==> src/rtl/pid_cmd_parser.sv <==
// UART command parser: assembles SYNC/CMD/DHI/DLO/CSUM frames into the PID tuning
// registers and answers each complete frame with an ACK/NAK byte via the transmitter.
`timescale 1ns/1ps
module pid_cmd_parser #(
  parameter logic [7:0]  SYNC_BYTE      = 8'hA5,
  parameter int unsigned TIMEOUT_CYCLES = 1000000,
  parameter logic [15:0] KP_INIT        = 16'h0000,
  parameter logic [15:0] KI_INIT        = 16'h0000,
  parameter logic [15:0] KD_INIT        = 16'h0000,
  parameter logic [15:0] SP_INIT        = 16'h0000
) (
  input  logic        clk_in,
  input  logic        reset,
  input  logic [7:0]  rx_byte,
  input  logic        rx_rdy,
  input  logic        send_rdy,
  output logic        send,
  output logic [7:0]  send_data,
  output logic [15:0] kp,
  output logic [15:0] ki,
  output logic [15:0] kd,
  output logic [15:0] setpoint,
  output logic        param_upd,
  output logic        frame_err
);

  localparam int CNT_W = (TIMEOUT_CYCLES > 2) ? $clog2(TIMEOUT_CYCLES) : 1;
  localparam logic [CNT_W-1:0] CNT_MAX = CNT_W'(TIMEOUT_CYCLES - 1);

  localparam logic [7:0] ACK_BYTE = 8'h06;
  localparam logic [7:0] NAK_BYTE = 8'h15;

  typedef enum logic [2:0] {
    S_IDLE, S_CMD, S_DHI, S_DLO, S_CSUM, S_ACK_WAIT, S_ACK_SEND
  } state_e;

  state_e            state_q, state_d;
  logic              rx_rdy_q;
  logic [CNT_W-1:0]  cnt_q, cnt_d;
  logic [7:0]        cmd_q, dhi_q, dlo_q;
  logic [7:0]        send_data_q;
  logic [15:0]       kp_q, ki_q, kd_q, sp_q;
  logic              param_upd_q, frame_err_q;

  logic strobe;
  logic timeout;
  logic in_frame;
  logic eval;
  logic frame_good;
  logic frame_timeout;

  // A held rx_rdy level produces exactly one strobe on its rising edge.
  assign strobe        = rx_rdy & ~rx_rdy_q;
  assign timeout       = (state_q != S_IDLE) && (cnt_q == CNT_MAX);
  assign in_frame      = (state_q == S_CMD) || (state_q == S_DHI) ||
                         (state_q == S_DLO) || (state_q == S_CSUM);
  assign eval          = (state_q == S_CSUM) && strobe;
  assign frame_good    = (rx_byte == (cmd_q ^ dhi_q ^ dlo_q)) &&
                         (cmd_q inside {8'h01, 8'h02, 8'h03, 8'h04});
  assign frame_timeout = in_frame && !strobe && timeout;

  always_ff @(posedge clk_in) begin
    if (!reset) begin
      state_q <= S_IDLE;
    end else begin
      state_q <= state_d;
    end
  end

  always_comb begin
    state_d = state_q;
    case (state_q)
      S_IDLE:     if (strobe && (rx_byte == SYNC_BYTE)) state_d = S_CMD;
      S_CMD:      if (strobe) state_d = S_DHI;      else if (timeout) state_d = S_IDLE;
      S_DHI:      if (strobe) state_d = S_DLO;      else if (timeout) state_d = S_IDLE;
      S_DLO:      if (strobe) state_d = S_CSUM;     else if (timeout) state_d = S_IDLE;
      S_CSUM:     if (strobe) state_d = S_ACK_WAIT; else if (timeout) state_d = S_IDLE;
      S_ACK_WAIT: if (timeout) state_d = S_IDLE;    else if (send_rdy) state_d = S_ACK_SEND;
      S_ACK_SEND: if (timeout || !send_rdy) state_d = S_IDLE;
      default:    state_d = S_IDLE;
    endcase
  end

  always_comb begin
    send      = (state_q == S_ACK_SEND);
    send_data = send_data_q;
    kp        = kp_q;
    ki        = ki_q;
    kd        = kd_q;
    setpoint  = sp_q;
    param_upd = param_upd_q;
    frame_err = frame_err_q;
  end

  // Inactivity counter restarts on every byte and every state change.
  always_comb begin
    cnt_d = cnt_q;
    if (strobe || (state_d != state_q) || (state_q == S_IDLE)) begin
      cnt_d = '0;
    end else begin
      cnt_d = cnt_q + 1'b1;
    end
  end

  always_ff @(posedge clk_in) begin
    if (!reset) begin
      rx_rdy_q    <= 1'b0;
      cnt_q       <= '0;
      cmd_q       <= 8'h00;
      dhi_q       <= 8'h00;
      dlo_q       <= 8'h00;
      send_data_q <= 8'h00;
      kp_q        <= KP_INIT;
      ki_q        <= KI_INIT;
      kd_q        <= KD_INIT;
      sp_q        <= SP_INIT;
      param_upd_q <= 1'b0;
      frame_err_q <= 1'b0;
    end else begin
      rx_rdy_q    <= rx_rdy;
      cnt_q       <= cnt_d;
      param_upd_q <= eval && frame_good;
      frame_err_q <= (eval && !frame_good) || frame_timeout;
      if (strobe) begin
        case (state_q)
          S_CMD:   cmd_q <= rx_byte;
          S_DHI:   dhi_q <= rx_byte;
          S_DLO:   dlo_q <= rx_byte;
          default: ;
        endcase
      end
      if (eval) begin
        send_data_q <= frame_good ? ACK_BYTE : NAK_BYTE;
        if (frame_good) begin
          case (cmd_q)
            8'h01:   kp_q <= {dhi_q, dlo_q};
            8'h02:   ki_q <= {dhi_q, dlo_q};
            8'h03:   kd_q <= {dhi_q, dlo_q};
            8'h04:   sp_q <= {dhi_q, dlo_q};
            default: ;
          endcase
        end
      end
    end
  end

endmodule

==> config.mk <==
export PLATFORM = sky130hd
export DESIGN_NAME = pid_cmd_parser
export DESIGN_NICKNAME = d
export VERILOG_FILES = /design/src/rtl/pid_cmd_parser.sv
export SDC_FILE = /design/constraint.sdc
export NUM_CORES = 1
export LEC_CHECK = 0
export ABC_AREA = 1
export ABC_CLOCK_PERIOD_IN_PS = 1700
export CAP_MARGIN = 20
export CORE_ASPECT_RATIO = 1.2
export CORE_MARGIN = 2
export CORE_UTILIZATION = 25
export CTS_CLUSTER_DIAMETER = 30
export CTS_CLUSTER_SIZE = 16
export DETAILED_ROUTE_END_ITERATION = 8
export PLACE_DENSITY = 0.4
export SYNTH_ARGS = -nofsm -noshare
export SYNTH_HDL_FRONTEND = slang
export SYNTH_SLANG_ARGS = --single-unit
==> constraint.sdc <==
create_clock -name clk_in -period 1.7 [get_ports clk_in]
set_input_delay 0.425 -clock clk_in [delete_from_list [all_inputs] [get_ports clk_in]]
set_output_delay 0.425 -clock clk_in [all_outputs]
set_load 0.03 [all_outputs]
==> key figures <==
STA
  – Fin crit share: 109%
  – Fin. max-slew vios: 0
  – Setup violators final: 86
  – Post-Route Skew: 0.00942 ns
  – Crit path time final: 1.86 ns
  – Final Hold Viols: 0
  – Fmax: 0.537 GHz
  – RSZ-0062 raised after global routing: yes
  – Setup WS post-layout: -0.161 ns

Place
  – Pre-CTS WS: -0.678 ns
  – Area post-placement: 7730 sq um
  – Post-DP HPWL: 12.6 mm
  – IO Port Bufs: 82
  – Gpl congestion: 0.817

Cells and area
  – Final nets: 1076
  – Area growth syn-to-layout: 54.0%
  – Fillcell total: 2488
  – Post-Layout Inst Area: 9200 sq um
  – Share of layout cells above drive strength 1: 33.9%

Synthesis
  – Complex-gate fraction of the synthesized area: 4.53%
  – Post-synth ARST share: 0%
  – Cell with the most instances after synthesis: nand2_1
  – Post-synthesis sequential element count: 117
  – Yosys cell types: 32
  – Post-Synth Simple-Gate Area: 37.5%
  – Post-synth top cells: nand2_1, nor2_1, inv_1
  – Largest family of logic cells by synthesized area: simple AND/OR/NAND/NOR gates
  – Xor/xnor share of the synthesized area: 4.67%
  – Largest cells by area after synthesis: dfxtp_1, nand2_1, nor2_1
  – Mux share of post-synthesis cell area: 0%
  – Most used flip-flop cell after synthesis: dfxtp_1
  – Gate Count Post-Synth: 862
  – Adder-cell area share of the yosys netlist: 0.210%
  – Syn avg cell area: 6.93 sq um
  – Synth Warn #: 0
  – Register area share after synthesis: 39.2%
  – Yosys top cell area share: 39.2%
  – Yosys top cell by area: dfxtp_1
  – Number of synthesized flops with an enable pin: 0
  – Cell area after synthesis: 5970 sq um

GRT
  – Number of global-route vias before repair: 5532
  – Total gr overflow: 0
  – Largest net degree at the start of global routing: 93
  – First-pass GRT wire length: 30.5 mm
  – Initial antenna violation count: 1
  – Gr usage total: 15.6%

Floorplanning
  – Die width: 145 um
  – Die Y-Extent: 173 um
  – Die footprint: 25100 sq um
  – IO Pins: 87
  – Core Region: 23400 sq um
  – Initial core utilization: 25.6%
  – Rows: 61

Worst setup path
  – CP max FO: 16
  – Worst r2r src: cmd_q[6]
  – Critical path type: flop to flop
  – Req. time, crit path: 2.06 ns
  – Crit path DAT: 2.22 ns
  – Critical Path Sink Type: flop
  – Startpoint Class: flop
  – Crit path from: cmd_q[6]

Hold path
  – Hold Path Origin: rx_rdy
  – HP Class: input pin to flop

Routing
  – Total number of vias: 5630
  – 1st-iter DRT viols: 261
  – Via density: 4.05
  – DRT Wirelength: 19.2 mm
  – Iteration count of the initial detailed-routing pass: 5
  – Antenna Violating Nets Remaining: 0
  – Post-route DRC: 0
  – DR WL/cell: 13.8 um

Status
  – Outcome: finished with violations
  – Violated checks: setup timing

Power
  – Pwr dens: 721 nW/um^2
  – Peak supply drop: 654 uV
  – P_leak: 4.71 nW

CTS
  – H-tree levels: 4
  – CTS tree: built
  – Clock net sink count: 117
  – Worst-path clk slew: 0.06 ns
  – Post-CTS Hold Buffers: 0
  – Clk buf depth: 2
  – Num CTS Buffers: 17
  – Clk root buf: clkbuf_16
  – Worst skew pair latency: 0.42 ns

Flow run
  – Max cap viols: 0
-- metal layers --
layer / vias up / part of all wire, % / global-route usage [%]
met5: - / 0 / 0
met3: 15 / 2.9 / 3.00
met2: 93 / 52 / 28.7
met4: 0 / 1.2 / 4.33
met1: 2546 / 44 / 18.5
li1: 2976 / - / -
-- path summary, 6_finish.rpt --
check	cells after the start	slack, ns	end
max	15	-0.16	ki[9]
min	3	0.23	rx_rdy_q
max reg2reg	15	-0.16	ki[9]
min reg2reg	2	0.47	send_data[2]
-- sequential cells by signal (all words and copies together) (netlist names) --
name	count
send_data	3
state_q	3
cnt_q	20
ki	16
cmd_q	8
dhi_q	8
param_upd	1
setpoint	16
rx_rdy_q	1
kp	16
kd	16
dlo_q	8
frame_err	1
-- cells by family (layout without fill, tap and decap cells) --
logic type,count (synthesis),count (layout)
simple gates,490,492
xor+xnor,31,31
buf+inv,169,376
fa+ha+maj,1,1
flops,117,117
other cells,1,5
compound gates,53,53
-- worst max-delay path, cell delays in order (launching register included) --
cell	delay, ns
dfxtp_2	0.32
inv_2	0.06
nand2_2	0.07
nor2_4	0.19
nand2_2	0.11
nand3_4	0.11
nand2_4	0.07
nor2_8	0.10
buf_6	0.11
buf_12	0.09
buf_4	0.10
nand4_4	0.09
buf_12	0.17
nand2_1	0.06
nand2_1	0.04
nor2_1	0.09
-- layout by cell type, fill, tap and decap left out, types with 3 or more instances in the layout --
cell type and n:
nand2_1 185, nor2_1 131, inv_1 112, buf_4 100
dfxtp_1 90, dlygate4sd2_1 78, nor2_2 67, nand2_2 36
o21ai_0 27, a21oi_1 22, clkbuf_16 22, dfxtp_2 22
inv_2 15, xor2_1 15, nand3_1 14, buf_12 14
buf_6 12, nand3_4 11, xnor2_1 10, nand2_4 9
nor2_4 9, nand4_1 8, nand4_4 5, nor3_1 5
clkbuf_8 5, dfxtp_4 5, xnor2_2 4, clkinv_2 4
conb_1 4, nor2_8 3, nand3_2 3, clkinvlp_4 3
-- layout make-up --
class                      instances  area (sq um)  share of cell area [%]
sequential                       117          2390                    26.0
antenna                            1          2.50                  0.0272
multi-input combinational        581          3260                    35.4
clock inverter                     8          98.8                    1.07
tap                              315           394                    4.29
inverter                         132           503                    5.47
clock buffer                      22           494                    5.37
timing repair buffer             214          2060                    22.4
-- where the power goes --
| group | internal, mW | leakage, nW | switching [mW] |
|---|---|---|---|
| logic | 0.0857 | 3.46 | 0.145 |
| clock network | 2.33 | 0.290 | 1.33 |
| registers | 2.74 | 0.958 | 0.00118 |
| total | 5.15 | 4.71 | 1.48 |
-- repair_timing --
item | in CTS | in global routing
endpoints found under the setup margin | 161 | 90
pin swaps | 35 | 30
gates resized for setup | 190 | 71
gates cloned | 7 | 2
setup buffers | 23 | 6
-- through the flow --
| step | utilization [%] | TNS, ns | cells | total power [mW] | hold slack, ns |
|---|---|---|---|---|---|
| after floorplan | - | 0 | 865 | 2.94 | 0.417 |
| after global placement | 33.1 | -64.21 | 1324 | 3.02 | 0.461 |
| after detailed placement | 33.1 | -65.67 | 1324 | 3.02 | 0.472 |
| after CTS | 38.2 | -8.44 | 1383 | 6.72 | 0.424 |
| after global routing | 39.4 | -21.45 | 1390 | 6.84 | 0.235 |
| final | 39.4 | -9.32 | 1390 | 6.63 | 0.226 |
No activity file was read; power rests on OpenSTA's default activity.
